## src/rtl/dm_port_arbiter_pkg.sv

```systemverilog
// Shared types and constants for the data-memory port arbiter.
//   dm_state_e : arbiter FSM states (IDLE, RD_WAIT)
//   PORT_C/D   : port identifiers used for owner and last-winner tracking
//   WEA_*      : byte-lane write-enable constants
//   dm_req_t   : request payload carried alongside a master's req
package dm_pkg;

    localparam int unsigned DATA_W = 32;
    localparam int unsigned ADDR_W = 32;
    localparam int unsigned LANE_W = 4;
    localparam int unsigned LAT_W  = 3;

    typedef enum logic {
        IDLE    = 1'b0,
        RD_WAIT = 1'b1
    } dm_state_e;

    localparam logic PORT_C = 1'b0;
    localparam logic PORT_D = 1'b1;

    localparam logic [LANE_W-1:0] WEA_NONE = 4'b0000;
    localparam logic [LANE_W-1:0] WEA_WORD = 4'b1111;

    typedef struct packed {
        logic              we;
        logic [ADDR_W-1:0] addr;
        logic [LANE_W-1:0] wea;
        logic [DATA_W-1:0] wdata;
    } dm_req_t;

    // Reads never touch the BRAM byte enables.
    function automatic logic [LANE_W-1:0] lane_mask(input logic we, input logic [LANE_W-1:0] wea);
        return we ? wea : WEA_NONE;
    endfunction

endpackage

```

## src/rtl/dm_port_arbiter_if.sv

```systemverilog
// One master's view of the shared data-memory port.
//   req    : request, held until gnt
//   cmd    : we / byte address / lane enables / write data
//   gnt    : request accepted this cycle (combinational from the arbiter)
//   rvalid : one-cycle read-data-valid pulse
//   rdata  : raw read word, held until the next read by this master
interface dm_port_arbiter_if;
    import dm_pkg::*;

    logic              req;
    dm_req_t           cmd;
    logic              gnt;
    logic              rvalid;
    logic [DATA_W-1:0] rdata;

    modport master (output req, cmd, input  gnt, rvalid, rdata);
    modport slave  (input  req, cmd, output gnt, rvalid, rdata);

endinterface

```

## src/rtl/dm_port_arbiter_pick.sv

```systemverilog
// Combinational two-way winner select.
//   c_req, d_req : requests already qualified by the arbiter being free
//   last_win     : previous winner, used only in round-robin mode
//   starve       : D has waited too long, used only in fixed-priority mode
//   win_valid_c  : some port wins this cycle
//   win_port_c   : winning port id (PORT_C / PORT_D)
module dm_arb_pick
    import dm_pkg::*;
#(
    parameter bit RR_EN = 1'b0
) (
    input  logic c_req,
    input  logic d_req,
    input  logic last_win,
    input  logic starve,
    output logic win_valid_c,
    output logic win_port_c
);

    // Contention is the only case needing policy; a lone requester always wins.
    always_comb begin
        win_valid_c = c_req | d_req;
        win_port_c  = PORT_C;
        if (c_req && d_req) begin
            if (RR_EN) begin
                win_port_c = ~last_win;
            end else if (starve) begin
                win_port_c = PORT_D;
            end
        end else if (d_req) begin
            win_port_c = PORT_D;
        end
    end

endmodule

```

## src/rtl/dm_port_arbiter.sv

```systemverilog
// Shares the single data-memory BRAM port between the core (C) and DMA/debug (D).
// Build option: DM_ARB_RR_EN selects two-way round-robin; undefined gives fixed
// priority (C over D) with a starvation counter that force-grants D.
//   clk, rstn        : clock, asynchronous active-low reset
//   c_port, d_port   : master ports (req/cmd in, gnt/rvalid/rdata out)
//   dm_addr          : BRAM word address (byte address bits AW+1:2)
//   dm_wea, dm_din   : BRAM byte write enables and write data
//   dm_dout          : BRAM read data, valid RD_LAT cycles after the address
//   busy             : a read is outstanding
module dm_port_arbiter
    import dm_pkg::*;
#(
    parameter int unsigned AW         = 12,
    parameter int unsigned RD_LAT     = 1,
    parameter int unsigned D_MAX_WAIT = 8
) (
    input  logic              clk,
    input  logic              rstn,
    dm_port_arbiter_if.slave  c_port,
    dm_port_arbiter_if.slave  d_port,
    output logic [AW-1:0]     dm_addr,
    output logic [LANE_W-1:0] dm_wea,
    output logic [DATA_W-1:0] dm_din,
    input  logic [DATA_W-1:0] dm_dout,
    output logic              busy
);

    if (RD_LAT < 1 || RD_LAT > 4) begin : g_bad_rd_lat
        $error("dm_port_arbiter: RD_LAT must be 1..4");
    end
    if (D_MAX_WAIT < 1) begin : g_bad_max_wait
        $error("dm_port_arbiter: D_MAX_WAIT must be at least 1");
    end

    dm_state_e         state_q, state_d;
    logic [LAT_W-1:0]  lat_q, lat_d;
    logic              owner_q, owner_d;
    logic [AW-1:0]     addr_q, addr_d;
    logic              last_win_q, last_win_d;
    logic              c_rvalid_q, c_rvalid_d;
    logic              d_rvalid_q, d_rvalid_d;
    logic [DATA_W-1:0] c_rdata_q, c_rdata_d;
    logic [DATA_W-1:0] d_rdata_q, d_rdata_d;

    logic              arb_en;
    logic              win_valid_c;
    logic              win_port_c;
    logic              starve;
    logic              c_gnt_c, d_gnt_c;
    dm_req_t           win_cmd;
    logic [AW-1:0]     dm_addr_c;
    logic [LANE_W-1:0] dm_wea_c;
    logic [DATA_W-1:0] dm_din_c;

    // Gating with rstn keeps every grant and write enable low while in reset.
    assign arb_en = rstn && (state_q == IDLE);

`ifdef DM_ARB_RR_EN
    localparam bit RR_EN = 1'b1;

    assign starve = 1'b0;
`else
    localparam bit RR_EN = 1'b0;
    localparam int unsigned WAIT_W = $clog2(D_MAX_WAIT + 1);

    logic [WAIT_W-1:0] wait_q;

    // Consecutive denied D cycles, saturating at the force-grant threshold.
    always_ff @(posedge clk or negedge rstn) begin
        if (!rstn) begin
            wait_q <= '0;
        end else if (!d_port.req || d_gnt_c) begin
            wait_q <= '0;
        end else if (wait_q != WAIT_W'(D_MAX_WAIT)) begin
            wait_q <= wait_q + WAIT_W'(1);
        end
    end

    assign starve = (wait_q == WAIT_W'(D_MAX_WAIT));
`endif

    dm_arb_pick #(
        .RR_EN (RR_EN)
    ) u_pick (
        .c_req       (c_port.req & arb_en),
        .d_req       (d_port.req & arb_en),
        .last_win    (last_win_q),
        .starve      (starve),
        .win_valid_c (win_valid_c),
        .win_port_c  (win_port_c)
    );

    // FSM state and datapath registers.
    always_ff @(posedge clk or negedge rstn) begin
        if (!rstn) begin
            state_q    <= IDLE;
            lat_q      <= '0;
            owner_q    <= PORT_C;
            addr_q     <= '0;
            last_win_q <= PORT_D;
            c_rvalid_q <= 1'b0;
            d_rvalid_q <= 1'b0;
            c_rdata_q  <= '0;
            d_rdata_q  <= '0;
        end else begin
            state_q    <= state_d;
            lat_q      <= lat_d;
            owner_q    <= owner_d;
            addr_q     <= addr_d;
            last_win_q <= last_win_d;
            c_rvalid_q <= c_rvalid_d;
            d_rvalid_q <= d_rvalid_d;
            c_rdata_q  <= c_rdata_d;
            d_rdata_q  <= d_rdata_d;
        end
    end

    // Next state, grants and BRAM port mux.
    always_comb begin
        state_d    = state_q;
        lat_d      = lat_q;
        owner_d    = owner_q;
        addr_d     = addr_q;
        last_win_d = last_win_q;
        c_rvalid_d = 1'b0;
        d_rvalid_d = 1'b0;
        c_rdata_d  = c_rdata_q;
        d_rdata_d  = d_rdata_q;
        c_gnt_c    = 1'b0;
        d_gnt_c    = 1'b0;
        win_cmd    = (win_port_c == PORT_D) ? d_port.cmd : c_port.cmd;
        dm_addr_c  = addr_q;
        dm_wea_c   = WEA_NONE;
        dm_din_c   = win_cmd.wdata;

        unique case (state_q)
            IDLE: begin
                if (win_valid_c) begin
                    c_gnt_c    = (win_port_c == PORT_C);
                    d_gnt_c    = (win_port_c == PORT_D);
                    dm_addr_c  = win_cmd.addr[AW+1:2];
                    dm_wea_c   = lane_mask(win_cmd.we, win_cmd.wea);
                    addr_d     = win_cmd.addr[AW+1:2];
                    last_win_d = win_port_c;
                    // Writes retire in the grant cycle; reads park the port.
                    if (!win_cmd.we) begin
                        state_d = RD_WAIT;
                        lat_d   = LAT_W'(RD_LAT);
                        owner_d = win_port_c;
                    end
                end
            end
            RD_WAIT: begin
                if (lat_q != '0) begin
                    lat_d = lat_q - LAT_W'(1);
                    // dm_dout is valid now; it lands in rdata as lat_cnt hits 0.
                    if (lat_q == LAT_W'(1)) begin
                        if (owner_q == PORT_C) begin
                            c_rdata_d  = dm_dout;
                            c_rvalid_d = 1'b1;
                        end else begin
                            d_rdata_d  = dm_dout;
                            d_rvalid_d = 1'b1;
                        end
                    end
                end else begin
                    state_d = IDLE;
                end
            end
            default: begin
                state_d = IDLE;
            end
        endcase
    end

    assign c_port.gnt    = c_gnt_c;
    assign d_port.gnt    = d_gnt_c;
    assign c_port.rvalid = c_rvalid_q;
    assign d_port.rvalid = d_rvalid_q;
    assign c_port.rdata  = c_rdata_q;
    assign d_port.rdata  = d_rdata_q;
    assign dm_addr       = dm_addr_c;
    assign dm_wea        = dm_wea_c;
    assign dm_din        = dm_din_c;
    assign busy          = (state_q == RD_WAIT);

    // Byte-offset and out-of-range address bits do not reach the BRAM.
    logic unused_addr_bits;
    assign unused_addr_bits = ^{c_port.cmd.addr[ADDR_W-1:AW+2], c_port.cmd.addr[1:0],
                                d_port.cmd.addr[ADDR_W-1:AW+2], d_port.cmd.addr[1:0]};

    a_one_gnt: assert property (@(posedge clk) disable iff (!rstn)
        !(c_gnt_c && d_gnt_c));

    a_c_hold: assert property (@(posedge clk) disable iff (!rstn)
        (c_port.req && !c_gnt_c) |=> (!c_port.req ||
            (c_port.cmd.addr == $past(c_port.cmd.addr) && c_port.cmd.we == $past(c_port.cmd.we))));

    a_d_hold: assert property (@(posedge clk) disable iff (!rstn)
        (d_port.req && !d_gnt_c) |=> (!d_port.req ||
            (d_port.cmd.addr == $past(d_port.cmd.addr) && d_port.cmd.we == $past(d_port.cmd.we))));

endmodule

```

## src/flat_wrapper.sv

```systemverilog
// flat-port wrapper written by rule: the top's interface ports become plain ports
module dm_port_arbiter_flat import dm_pkg::*;
#(
    parameter int unsigned AW         = 12,
    parameter int unsigned RD_LAT     = 1,
    parameter int unsigned D_MAX_WAIT = 8
)
  (clk, rstn, dm_addr, dm_wea, dm_din, dm_dout, busy, c_port_req, c_port_cmd, c_port_gnt, c_port_rvalid, c_port_rdata, d_port_req, d_port_cmd, d_port_gnt, d_port_rvalid, d_port_rdata);
  dm_port_arbiter_if c_port_i ();
  dm_port_arbiter_if d_port_i ();
  input  logic clk;
  input  logic rstn;
  output logic [AW-1:0] dm_addr;
  output logic [LANE_W-1:0] dm_wea;
  output logic [DATA_W-1:0] dm_din;
  input  logic [DATA_W-1:0] dm_dout;
  output logic busy;
  input wire logic [$bits(c_port_i.req)-1:0] c_port_req;
  input wire logic [$bits(c_port_i.cmd)-1:0] c_port_cmd;
  output wire logic [$bits(c_port_i.gnt)-1:0] c_port_gnt;
  output wire logic [$bits(c_port_i.rvalid)-1:0] c_port_rvalid;
  output wire logic [$bits(c_port_i.rdata)-1:0] c_port_rdata;
  input wire logic [$bits(d_port_i.req)-1:0] d_port_req;
  input wire logic [$bits(d_port_i.cmd)-1:0] d_port_cmd;
  output wire logic [$bits(d_port_i.gnt)-1:0] d_port_gnt;
  output wire logic [$bits(d_port_i.rvalid)-1:0] d_port_rvalid;
  output wire logic [$bits(d_port_i.rdata)-1:0] d_port_rdata;
  assign c_port_i.req = c_port_req;
  assign c_port_i.cmd = c_port_cmd;
  assign c_port_gnt = c_port_i.gnt;
  assign c_port_rvalid = c_port_i.rvalid;
  assign c_port_rdata = c_port_i.rdata;
  assign d_port_i.req = d_port_req;
  assign d_port_i.cmd = d_port_cmd;
  assign d_port_gnt = d_port_i.gnt;
  assign d_port_rvalid = d_port_i.rvalid;
  assign d_port_rdata = d_port_i.rdata;
  dm_port_arbiter #(.AW(AW), .RD_LAT(RD_LAT), .D_MAX_WAIT(D_MAX_WAIT)) u_core (.clk(clk), .rstn(rstn), .c_port(c_port_i), .d_port(d_port_i), .dm_addr(dm_addr), .dm_wea(dm_wea), .dm_din(dm_din), .dm_dout(dm_dout), .busy(busy));
endmodule
```

## config.mk

```make
export PLATFORM = sky130hd
export DESIGN_NAME = dm_port_arbiter_flat
export DESIGN_NICKNAME = d
export VERILOG_FILES = /design/src/rtl/dm_port_arbiter_pkg.sv /design/src/rtl/dm_port_arbiter_if.sv /design/src/rtl/dm_port_arbiter_pick.sv /design/src/rtl/dm_port_arbiter.sv /design/src/flat_wrapper.sv
export SDC_FILE = /design/constraint.sdc
export NUM_CORES = 1
export LEC_CHECK = 0
export BUFFER_PORTS_ARGS = -buffer_cell sky130_fd_sc_hd__buf_2
export CORE_AREA = 2 2 114 116
export CTS_CLUSTER_DIAMETER = 150
export DETAILED_ROUTE_END_ITERATION = 12
export DIE_AREA = 0 0 116 118
export GPL_ROUTABILITY_DRIVEN = 0
export PLACE_DENSITY_LB_ADDON = 0.25
export SLEW_MARGIN = 20
export SYNTH_ARGS = -nofsm -noshare
export SYNTH_HDL_FRONTEND = slang
export SYNTH_SLANG_ARGS = --single-unit
```

## constraint.sdc

```tcl
create_clock -name clk -period 2.9 [get_ports clk]
set_input_delay 0.87 -clock clk [delete_from_list [all_inputs] [get_ports clk]]
set_output_delay 0.87 -clock clk [all_outputs]
set_load 0.005 [all_outputs]
```

Word level (Yosys, flattened, before mapping) --
Index checks and enable logic that the tools add are counted.
Storage, ports and cells: word-level logic and storage cells 65, input bits 174, bits in registers 87
Cells by class: equality and inequality tests 6, bitwise logic cells 7, add/sub/neg operators 2, mux-type cells 31, reductions and logical operators 10
Operators with widths (count):
- 69-bit two-way mux | 1
- 12-bit two-way mux | 2
- 4-bit two-way mux | 5
- 1-bit two-way mux | 18
- 3-bit two-way mux | 3
- 4-bit AND reduction | 2
- 2-bit != test, second input constant | 3
- 3-bit one-hot mux with 2 select lines | 1
- 3-bit AND reduction | 2
- 4-bit by 1-bit adder with 4-bit output, second input constant | 1
- 4-bit equality test, second input constant | 1
- 4-bit != test, second input constant | 1
- 1-bit inverter | 4
- 3-bit by 1-bit equality test with 1-bit output, second input constant | 1
- 3-bit nonzero test | 1
- 3-bit by 1-bit subtractor with 3-bit output, second input constant | 1
- 1-bit bitwise AND | 2
- 1-bit logical AND | 2
- 1-bit one-hot mux with 2 select lines | 1
- 2-bit nonzero test | 1
- 1-bit logical NOT | 1
- 1-bit logical OR | 1
- 1-bit OR | 1

Depth between registers and ports, before layout --
Gate-level depths: netlist (run 1).
depth in word-level cells 9, mapped depth 9, depth with buffers taken out 7

Modules after synthesis --
From an unflattened synthesis (run 1), not the netlist that was laid out.
Unflattened totals: cells, all modules 298, area, all modules 4274.1 um^2
By module, submodules not included:
- dm_port_arbiter | times used 1, seq. area each 2203.4 um^2, cells each 295, area an instance 4256.6 um^2
- dm_arb_pick | times used 1, seq. area each 0.0 um^2, cells each 3, area an instance 17.5 um^2

Least setup slack after synthesis (run 1) --
OpenSTA, ideal clock, no wires.
path type input port to output port, start in rstn, end out dm_addr[0], path slack 0.196 ns, cell stages on the path 5, arrival time 1.834 ns, cells stage by stage nor2b_2 -> o21ai_1 -> clkbuf_1 -> a22o_1 -> a21o_1
On the way: word-level cells in the longest chain between the ends 7
RTL lines:
- start: declaration | RTL line flat_wrapper.sv:12 | input logic rstn;
- 1-bit logical AND (*) | RTL line dm_port_arbiter.sv:56 | assign arb_en = rstn && (state_q == IDLE);
- 1-bit bitwise AND, on equally long branches | RTL line dm_port_arbiter.sv:86, dm_port_arbiter.sv:85
- 1-bit two-way mux / 1-bit logical AND (equally long branches) | RTL line dm_port_arbiter_pick.sv:30, dm_port_arbiter_pick.sv:24
- 1-bit two-way mux | RTL line dm_port_arbiter_pick.sv:24 | if (c_req && d_req) begin
- 69-bit two-way mux | RTL line dm_port_arbiter.sv:131 | win_cmd = (win_port_c == PORT_D) ? d_port.cmd : c_port.cmd;
- 12-bit two-way mux (*) | RTL line dm_port_arbiter.sv:138 | if (win_valid_c) begin
- 12-bit two-way mux (*) | RTL line dm_port_arbiter.sv:136 | unique case (state_q)
- end: declaration | RTL line flat_wrapper.sv:13 | output logic [AW-1:0] dm_addr;
Every way passes the cells marked *; elsewhere a longest branch is shown, timed or not.

Worst setup path in the final report (run 1) --
start reg u_core.wait_q[0], end out dm_addr[8]
On the way: word-level cells in the longest chain between the ends 6
RTL lines:
- start: declaration | RTL line dm_port_arbiter.sv:66 | logic [WAIT_W-1:0] wait_q;
- start signal: assignment | RTL line dm_port_arbiter.sv:75 | wait_q <= wait_q + WAIT_W'(1);
- 4-bit equality test | RTL line dm_port_arbiter.sv:79 | assign starve = (wait_q == WAIT_W'(D_MAX_WAIT));
- 1-bit two-way mux | RTL line dm_port_arbiter_pick.sv:27 | end else if (starve) begin
- 1-bit two-way mux | RTL line dm_port_arbiter_pick.sv:24
- 69-bit two-way mux | RTL line dm_port_arbiter.sv:131
- 12-bit two-way mux | RTL line dm_port_arbiter.sv:138
- 12-bit two-way mux | RTL line dm_port_arbiter.sv:136
No other way between the ends.

==> results.md, run 1 <==
- Num Clock Sinks: 87
- Yosys cell types: 36
- RSZ-0062 raised after global routing: yes
- Switch share: between 30 and 40%
- Number of synthesized flops with an enable pin: 0
- Ports: just under 300
- VDD IR-drop max: about 470 uV
- Max Slew Vio Count: 0
- Fin worst setup slack: -0.00142 ns
- Die area: 13700 um^2
- Final Total Pwr: 5.28 mW
- Seq/Total Area, Yosys: 55.2%
- Critical path class: reg -> out
- Int Pwr: between 3 and 4 mW
- Cell Pwr Density: between 800 and 900 nW/um^2
- Worst-path clk slew: 0.06 ns
- Syn Nets: 532
- Bufs and invs on worst path: 4
- Prevailing post-synth register cell: dfrtp_1
- CORE AREA: 12400 um^2
- Clock group share of total power: 24.4%
- Switch Pwr: 1.60 mW
- Largest net degree at the start of global routing: 74
- # nets final: 801
- Worst path max stage delay: 0.37 ns
- Die span in y: 118 um
- Hpwl dp: 8.37 mm
- Clock tree buffer depth: 2
- Fraction of layout cells with a size suffix above 1: 48.5%
- Detailed Routing Iterations Pass 1: 4
- Clock Skews: 0.00972 ns
- Critical Path Start Type: flop
- Setup TNS: -0.00142 ns
- Tmin final: 2.90 ns
- Nature of the critical path endpoint: primary output
- Clk Latency, worst-skew pair: 0.34 ns
- Top achievable clock speed: 0.345 GHz
- Lkg Pwr: around 3.2 nW
- Hold_buf cts: 0
- CTS tree: yes
- Status: finished with violations
- CTS Buf Count: 9
- MaxCap Viol Count: 0
- Logic pwr share: 36.4%
- Overall Global Routing Usage: 16.5%
- Setup violators final: 1
- Worst Tran Pin Value: 0.939 ns
- Routed WL: between 10 and 15 mm
- Worst path slowest cell: dfrtp_1
- WHS: 0.479 ns
- Final core occ: approximately 48%
- Post-Syn Area per Cell: approximately 11 um^2
- Top Family by Delay on Critical Path: compound AO/OA/AOI/OAI gates
- # H-tree levels: 3
- Max_slew headroom: 37.4%
- Endpoints failing hold: 0
- Via count: roughly 3600
- DRT antenna net count: 0
- Cell Area, Synth: 3940 um^2
- DRC violation total after the first TritonRoute iteration: 157
- Die W: about 120 um
- Tcrit/Tclk final: 100%
- Number of global-route vias before repair: 3649
- Clock root cell: clkbuf_16
- Warnings, synthesis: 0
- FFs w/ async S/R, synth: 100%
- Area grow syn2layout: 51.0%
- WL per Instance: approximately 14 um
- Worst EP arrival: 2.03 ns
- Row cnt: 41
- Failing checks: setup timing
- Crit path cell chain: inv_2, ha_4, and3b_2, o21ai_4, inv_4, buf_12, a22o_1, a21o_1, buf_2
- Global route overflow: 0
- HP Class: reg -> reg
- PortBufs: 250
- Critical path peak fanout: 6
- Pre-CTS setup slack: -0.135 ns
- Vias/cell: 4.56
- Critical Path RT: 2.03 ns
- Sequential power share: 39.1%
- Antenna diodes: 0
- Gate Count Post-Synth: approximately 350
- Global-route wire length before repair: around 18 mm
- DRC violations left: 0
- Initial antenna violation count: 0
- Initial core utilization: between 30% and 40%
- Synth Register Bits: between 80 and 90
-- path summary, 6_finish.rpt --
| kind | slack [ns] | cells after the start | end | from |
|---|---|---|---|---|
| min in group asynchronous | 0.50 | 2 | u_core.addr_q[10] | rstn |
| min reg2reg | 0.48 | 1 | u_core.c_port.rdata[14] | u_core.c_port.rdata[14] |
| max reg2reg | 0.88 | 7 | u_core.c_port.rdata[11] | u_core.lat_q[0] |
| max | -0.001 | 9 | dm_addr[8] | u_core.wait_q[0] |
| min | 0.48 | 1 | u_core.c_port.rdata[14] | u_core.c_port.rdata[14] |
| max in group asynchronous | 1.50 | 2 | u_core.c_port.rdata[24] | rstn |
-- layout make-up --
type                    count  area, um^2
clock buffers              11         253
clock inverters             5        86.3
fillers                  1180        6460
inverters                   8        32.5
multi-input cells         240        1670
flip-flops and latches     87        2180
well taps                 172         215
repair buffers            276        1520
-- cell usage after synthesis (all sizes together) (2+ instances only) --
| library cell | count | area share, % |
|---|---|---|
| nand2 | 101 | 9.6 |
| dfrtp | 87 | 55 |
| mux2 | 64 | 18 |
| buf | 14 | 2.0 |
| a21o | 12 | 2.3 |
| a22o | 12 | 2.7 |
| nand3 | 11 | 1.4 |
| a21oi | 8 | 1.0 |
| inv | 7 | 0.67 |
| ha | 5 | 1.6 |
| o21ai | 5 | 0.92 |
| clkbuf | 4 | 0.38 |
| nor2 | 4 | 0.51 |
| nor2b | 3 | 0.54 |
| and3 | 2 | 0.32 |
| and3b | 2 | 0.44 |
-- worst reg2reg max path, stage by stage, from the launching register on --
cell and delay (ns):
dfrtp_1 0.37, inv_1 0.09, ha_1 0.22, nor2_1 0.19, nand3_1 0.14, nor2_4 0.10, buf_4 0.40, mux2_1 0.39
-- flip-flops by register name (all words and copies together) (netlist names) --
name / count
u_core.lat_q: 3
u_core.busy: 1
u_core.d_port.rvalid: 1
u_core.c_port.rdata: 32
u_core.c_port.rvalid: 1
u_core.owner_q: 1
u_core.d_port.rdata: 32
u_core.addr_q: 12
u_core.wait_q: 4
-- metal layers --
layer / up-vias / GRT usage (%) / wire length (um)
li1: 1738 / - / -
met1: 1765 / 20.4 / 4530
met2: 126 / 27.4 / 5700
met3: 17 / 4.74 / 694
met4: 0 / 5.21 / 177
met5: - / 0 / 0
-- metrics by stage --
step	std cells	area, um^2
finish	799	5960
global placement	774	5480
detailed placement	774	5480
CTS	799	5950
floorplan	353	3940
global route	799	5960
-- kinds of logic after synthesis --
logic type,synth area share (%)
AO/OA/AOI/OAI,7.74
adder cells (fa/ha/maj),1.59
buffers and inverters,3.14
multiplexers,18.3
flip-flops,55.2
AND/OR/NAND/NOR,13.6
XOR/XNOR,0.444
-- cells in the final DEF, fill, tap and decap left out, types with 2 or more instances in the layout --
cell	n
buf_12	3
nor2b_1	2
nor2_4	2
mux2_2	3
bufinv_16	2
mux2_1	61
ha_1	4
nand3_1	11
a21oi_1	7
buf_4	21
and3_1	2
clkbuf_8	2
buf_8	2
nor2_1	2
a21o_1	12
dfrtp_1	87
nand2_1	101
clkbuf_16	9
inv_6	2
buf_2	249
a22o_1	12
o21ai_1	3
inv_1	5
-- what timing repair did --
action	in CTS	in global routing
cloned	1	0
resized for setup	11	1
endpoints found under the setup margin	45	44
pin swaps	14	2
buffers inserted	9	0
-- power groups by stage --
| stage | clock (mW) | combinational, mW | sequential [mW] |
|---|---|---|---|
| 2_1_floorplan | 0 | 0.886 | 2.10 |
| 3_3_place_gp | 0 | 1.85 | 2.06 |
| 3_5_place_dp | 0 | 1.89 | 2.09 |
| 4_1_cts | 1.34 | 1.96 | 2.07 |
| 5_1_grt | 1.39 | 2.15 | 2.14 |
| 6_report | 1.29 | 1.92 | 2.07 |
No activity file was read; power rests on OpenSTA's default activity.
==> run 2: changes to the inputs <==
==> constraint.sdc (replaced) <==
create_clock -name clk -period 2.99 [get_ports clk]
set_input_delay 0 -clock clk [delete_from_list [all_inputs] [get_ports clk]]
set_output_delay 0 -clock clk [all_outputs]
set_load 0.005 [all_outputs]
==> run 2 against run 1 <==
  * The flow now finishes without violations
  * Design area up 4.8%
  * Combinational power is essentially flat
  * Non-clock buffer count grew 39
  * Critical endpoint is now u_core.addr_q[5]
  * Largest power group unchanged
==> results.md, run 2 (synthesis gave the netlist of run 1 again) <==
- Num Clock Sinks: between 80 and 90
- Worst EP arrival: a little under 3 ns
- Antenna diodes: 0
- Critical path peak fanout: 30
- Nature of the critical path endpoint: flop
- WHS Endpoint: u_core.owner_q
- Die span in y: 118 um
- Worst Tran Pin Value: 0.753 ns
- Via count: roughly 3800
- DRC violation total after the first TritonRoute iteration: ~180
- CORE AREA: between 10000 and 15000 um^2
- Die area: 13700 um^2
- DRT antenna net count: 0
- R2R depth: 8
- Clock Skews: roughly 0.0038 ns
- RR Startpoint: u_core.wait_q[0]
- Critical path class: reg -> reg
- Worst path max stage delay: 0.56 ns
- Row cnt: 41
- Pre-CTS setup slack: ~0.85 ns
- Cell Pwr Density: 802 nW/um^2
- Placed Instances: 763
- Hold-critical path depth: 4
- Status: complete, no violations
- Worst-path clk slew: around 0.060 ns
- Largest net degree at the start of global routing: 59
- Global-route wire length before repair: between 15 and 20 mm
- Setup violators final: 0
- Area grow syn2layout: 58.3%
- MaxCap Viol Count: 0
- RSZ-0062 raised after global routing: no
- Worst flop-to-flop path endpoint: u_core.addr_q[5]
- Vias/cell: between 4 and 5
- HP Class: in -> reg
- Overall Global Routing Usage: about 17%
- Max_slew headroom: 49.8%
- Ports: 291
- Clk Latency, worst-skew pair: 0.33 ns
- Initial antenna violation count: 0
- Initial core utilization: 31.8%
- Fin worst setup slack: about 0.34 ns
- Final core occ: roughly 50%
- DRC violations left: 0
- # nets final: 840
- CTS Buf Count: 9
- Global route overflow: 0
- Endpoints failing hold: 0
- Number of global-route vias before repair: 3793
- PortBufs: 250
- Final cell count without fillers: 837
- WL per Instance: 13.9 um
- Most frequent cells in the layout: buf_2 (249), nand2_1 (101), dfrtp_1 (87)
- Crit path cell chain: inv_1, ha_1, and3b_1, o21ai_4, inv_2, nor2_2, a21o_1, dlygate4sd3_1
- Tcrit/Tclk final: 88.7%
- Lkg Pwr: around 3.3 nW
- Worst path slowest cell: dlygate4sd3_1
- Post-CTS Setup Bufs: 0
- Critical Path RT: 3.26 ns
- WHS: 0.133 ns
- # H-tree levels: 3
- VDD IR-drop max: between 500 and 600 uV
- Setup TNS: 0 ns
- Hold_sp: c_port_cmd[68]
- Clock root cell: clkbuf_16
- Critical Path Start Type: flop
- Tmin final: 2.65 ns
- R2R Setup Slk: 0.34 ns
- Most common cell after layout, fill and taps aside: buf_2
- Max Slew Vio Count: 0
- Clock tree buffer depth: 2
- Fraction of layout cells with a size suffix above 1: between 40% and 50%
- Top achievable clock speed: 0.377 GHz
- Detailed Routing Iterations Pass 1: 6
- CTS tree: yes
- Die W: 116 um
- Routed WL: 11.6 mm
- Hpwl dp: 8.20 mm
==> run 2: cell types whose count changed in the layout (fill, tap and decap cells not counted), moves of 2 or more <==
cell	previous run	this run
dlygate4sd3_1	0	59
bufinv_16	2	0
buf_12	3	0
buf_8	2	0
buf_4	21	7
==> run 2: power by group <==
part           internal [mW]  switching (mW)
Combinational           1.10           0.854
Clock                  0.606           0.441
Sequential              1.75           0.263
==> run 2: worst max-delay path, delay by kind of cell (launching register included) <==
family                     cells  cell delay [ns]
buffers and inverters          3             0.86
adders and majority gates      1             0.20
and+or+nand+nor                2             0.78
DFF                            1             0.37
AOI/OAI and AO/OA              2             0.37
==> run 2: layout make-up <==
type / count / area [um^2]
Inverter: 8 / 30.0
Clock buffer: 11 / 253
Fill cell: 1159 / 6170
Multi-Input combinational cell: 240 / 1650
Timing Repair Buffer: 315 / 1890
Tap cell: 172 / 215
Clock inverter: 4 / 30.0
Sequential cell: 87 / 2180
==> run 2: timing repair <==
| item | 4_1_cts | 5_1_grt |
|---|---|---|
| hold endpoints to repair | 110 | 0 |
| resized for setup | 0 | 0 |
| hold buffers | 59 | 0 |
==> run 2: worst max-delay path by stage <==
| stage | startpoint | end | slack [ns] |
|---|---|---|---|
| floorplan | u_core.lat_q[0] | u_core.c_port.rdata[0] | 1.26 |
| CTS | u_core.wait_q[0] | u_core.addr_q[3] | 0.35 |
| global route | u_core.wait_q[0] | u_core.addr_q[1] | 0.13 |
| global placement | u_core.wait_q[0] | dm_addr[3] | 0.93 |
| finish | u_core.wait_q[0] | u_core.addr_q[5] | 0.34 |
| detailed placement | u_core.wait_q[0] | dm_addr[3] | 0.85 |
==> run 2: per-stage QoR <==
| stage | power [mW] | instance area, um^2 |
|---|---|---|
| after floorplan | 2.90 | 3940 |
| after global placement | 3.75 | 5370 |
| after detailed placement | 3.83 | 5370 |
| after CTS | 5.08 | 6240 |
| after global routing | 5.39 | 6240 |
| final | 5.01 | 6240 |
==> run 2: per-layer routing <==
layer	global-route usage (%)	wire, um	part of all wire [%]	vias to the layer above
li1	-	-	-	1810
met1	20.5	4720	41	1839
met2	29.2	6170	53	124
met3	3.91	563	4.8	17
met4	5.13	184	1.6	0
met5	0	0	0	-
==> run 3: changes to the inputs <==
--- a/config.mk
+++ b/config.mk
@@ -12,6 +12,7 @@
 export DIE_AREA = 0 0 116 118
 export GPL_ROUTABILITY_DRIVEN = 0
 export PLACE_DENSITY_LB_ADDON = 0.25
+export SETUP_SLACK_MARGIN = 0.5
 export SLEW_MARGIN = 20
 export SYNTH_ARGS = -nofsm -noshare
 export SYNTH_HDL_FRONTEND = slang
==> run 3 against run 2 <==
  * Critical path depth unchanged
  * Worst hold slack worse by 0.0047 ns
  * Routed wire length decreased by 0.57%
==> results.md, run 3 (synthesis gave the netlist of run 1 again) <==
- Status: complete, no violations
- MaxCap Viol Count: 0
- Initial antenna violation count: 0
- Most frequent cells in the layout: buf_2 (249), nand2_1 (101), dfrtp_1 (87)
- Area grow syn2layout: 59.1%
- R2R depth: 7
- Crit path cell chain: inv_1, ha_1, and3b_1, o21ai_4, buf_6, nand3_1, a21oi_1, buf_2
- RSZ-0062 raised after global routing: yes
- Area occupied by multi-input gates: 1650 um^2
- Worst flop-to-flop path endpoint: u_core.c_port.rdata[19]
- Num Clock Sinks: 87
- Worst Setup SP: u_core.wait_q[0]
- Setup violators final: 0
- Die span in y: 118 um
- Final Total Pwr: around 4.9 mW
- DRC violation total after the first TritonRoute iteration: 175
- Fillcell total: 1156
- Critical path peak fanout: 40
- CORE AREA: 12400 um^2
- Critical Path RT: 2.99 ns
- DRT antenna net count: 0
- Hold_sp: c_port_cmd[68]
- Hold-critical path depth: 4
- Routed WL: 11.6 mm
- Fraction of layout cells with a size suffix above 1: 42.0%
- Final cell count without fillers: 838
- Row cnt: 41
- # H-tree levels: 3
- Top achievable clock speed: 0.434 GHz
- Antenna diodes: 0
- Hpwl dp: slightly above 8 mm
- Worst path slowest cell: dfrtp_1
- WL per Instance: ~14 um
- PortBufs: 250
- Critical path class: reg -> out
- Detailed Routing Iterations Pass 1: 4
- Fin worst setup slack: between 0.6 and 0.7 ns
- Clock root cell: clkbuf_16
- Endpoints failing hold: 0
- Critical Path Start Type: flop
- Most common cell after layout, fill and taps aside: buf_2
- # nets final: approximately 840
- Cell Pwr Density: 783 nW/um^2
- Via count: 3789
- Die W: 116 um
- Tcrit/Tclk final: between 70 and 80%
- Worst Tran Pin Value: about 0.75 ns
- Reg area: 2180 um^2
- VDD IR-drop max: 437 uV
- DRC violations left: 0
- Number of global-route vias before repair: roughly 3800
- Clock Skews: 0.00553 ns
- RR Startpoint: u_core.lat_q[0]
- Max Slew Vio Count: 0
- Worst path max stage delay: 0.37 ns
- Top Family by Delay on Critical Path: buffers and inverters
- R2R Setup Slk: 0.98 ns
- HP Class: in -> reg
- Max_slew headroom: 50.3%
- Die area: 13700 um^2
- WHS Endpoint: u_core.owner_q
- Global-route wire length before repair: 18.4 mm
- Global route overflow: 0
- Lkg Pwr: ~3.3 nW
- CTS tree: yes
- Nature of the critical path endpoint: primary output
- Vias/cell: 4.52
- Worst EP arrival: 2.30 ns
- Ports: 291
- Clock tree buffer depth: 2
- Largest net degree at the start of global routing: 59
- Tmin final: 2.30 ns
- CTS Buf Count: 9
- Initial core utilization: 31.8%
- Bufs and invs on worst path: 3
- Pre-CTS setup slack: 0.852 ns
- Placed Instances: 763
- Overall Global Routing Usage: 16.8%
- Worst-path clk slew: 0.06 ns
- Setup TNS: 0 ns
- Clk Latency, worst-skew pair: 0.33 ns
## run 3: cell count changes in the layout (fill, tap and decap cells not counted)
cell	before	now
buf_12	0	1
buf_4	7	6
buf_6	0	1
inv_2	1	0
inv_4	0	1
nor2_2	1	0
nor2_4	1	2
## run 3: layout make-up
type	instances	area share [%]
clock buffers	11	4.03
clock inverters	4	0.479
inverters	8	0.519
multi-input cells	240	26.3
flip-flops and latches	87	34.7
well taps	172	3.43
repair buffers	316	30.5
## run 3: how the worst max path moves through the flow
stage,slack (ns),cells after the start,endpoint
after floorplan,1.26,7,u_core.c_port.rdata[0]
after global placement,0.93,8,dm_addr[3]
after detailed placement,0.85,8,dm_addr[3]
after CTS,0.51,9,dm_wea[2]
after global routing,0.48,9,dm_wea[2]
final,0.69,8,dm_wea[3]
## run 3: tightest hold or removal path: cells and delay by family
kind / cells / cell delay, ns
AO/OA/AOI/OAI: 2 / 0.22
buffers and inverters: 1 / 0.14
AND/OR/NAND/NOR: 1 / 0.06
## run 3: where the power goes
part,switching [mW],internal (mW)
clock network,0.441,0.606
logic,0.840,1.02
registers,0.262,1.75
## run 3: layer usage
metal / up-vias / part of all wire [%] / global-route usage, %
met3: 16 / 5.7 / 3.81
met2: 129 / 53 / 29.1
met4: 0 / 1.6 / 5.13
met5: - / 0 / 0
met1: 1831 / 40 / 20.5
li1: 1813 / - / -
## run 3: per-stage QoR
step           util, %  cell area (um^2)  hold slack, ns
2_1_floorplan        -              3940          -0.296
3_5_place_dp      43.2              5370         -0.0399
5_1_grt           50.5              6270           0.187
4_1_cts           50.3              6250           0.106
6_report          50.5              6270           0.129
3_3_place_gp      43.2              5370         -0.0461
## run 3: timing repair
action                                 in CTS  in global routing
endpoints found under the hold margin     110                  0
pin swaps                                   0                  1
setup buffers                               0                  1
hold buffers                               59                  0
setup endpoints to repair                   9                 25
gates resized for setup                     1                  3
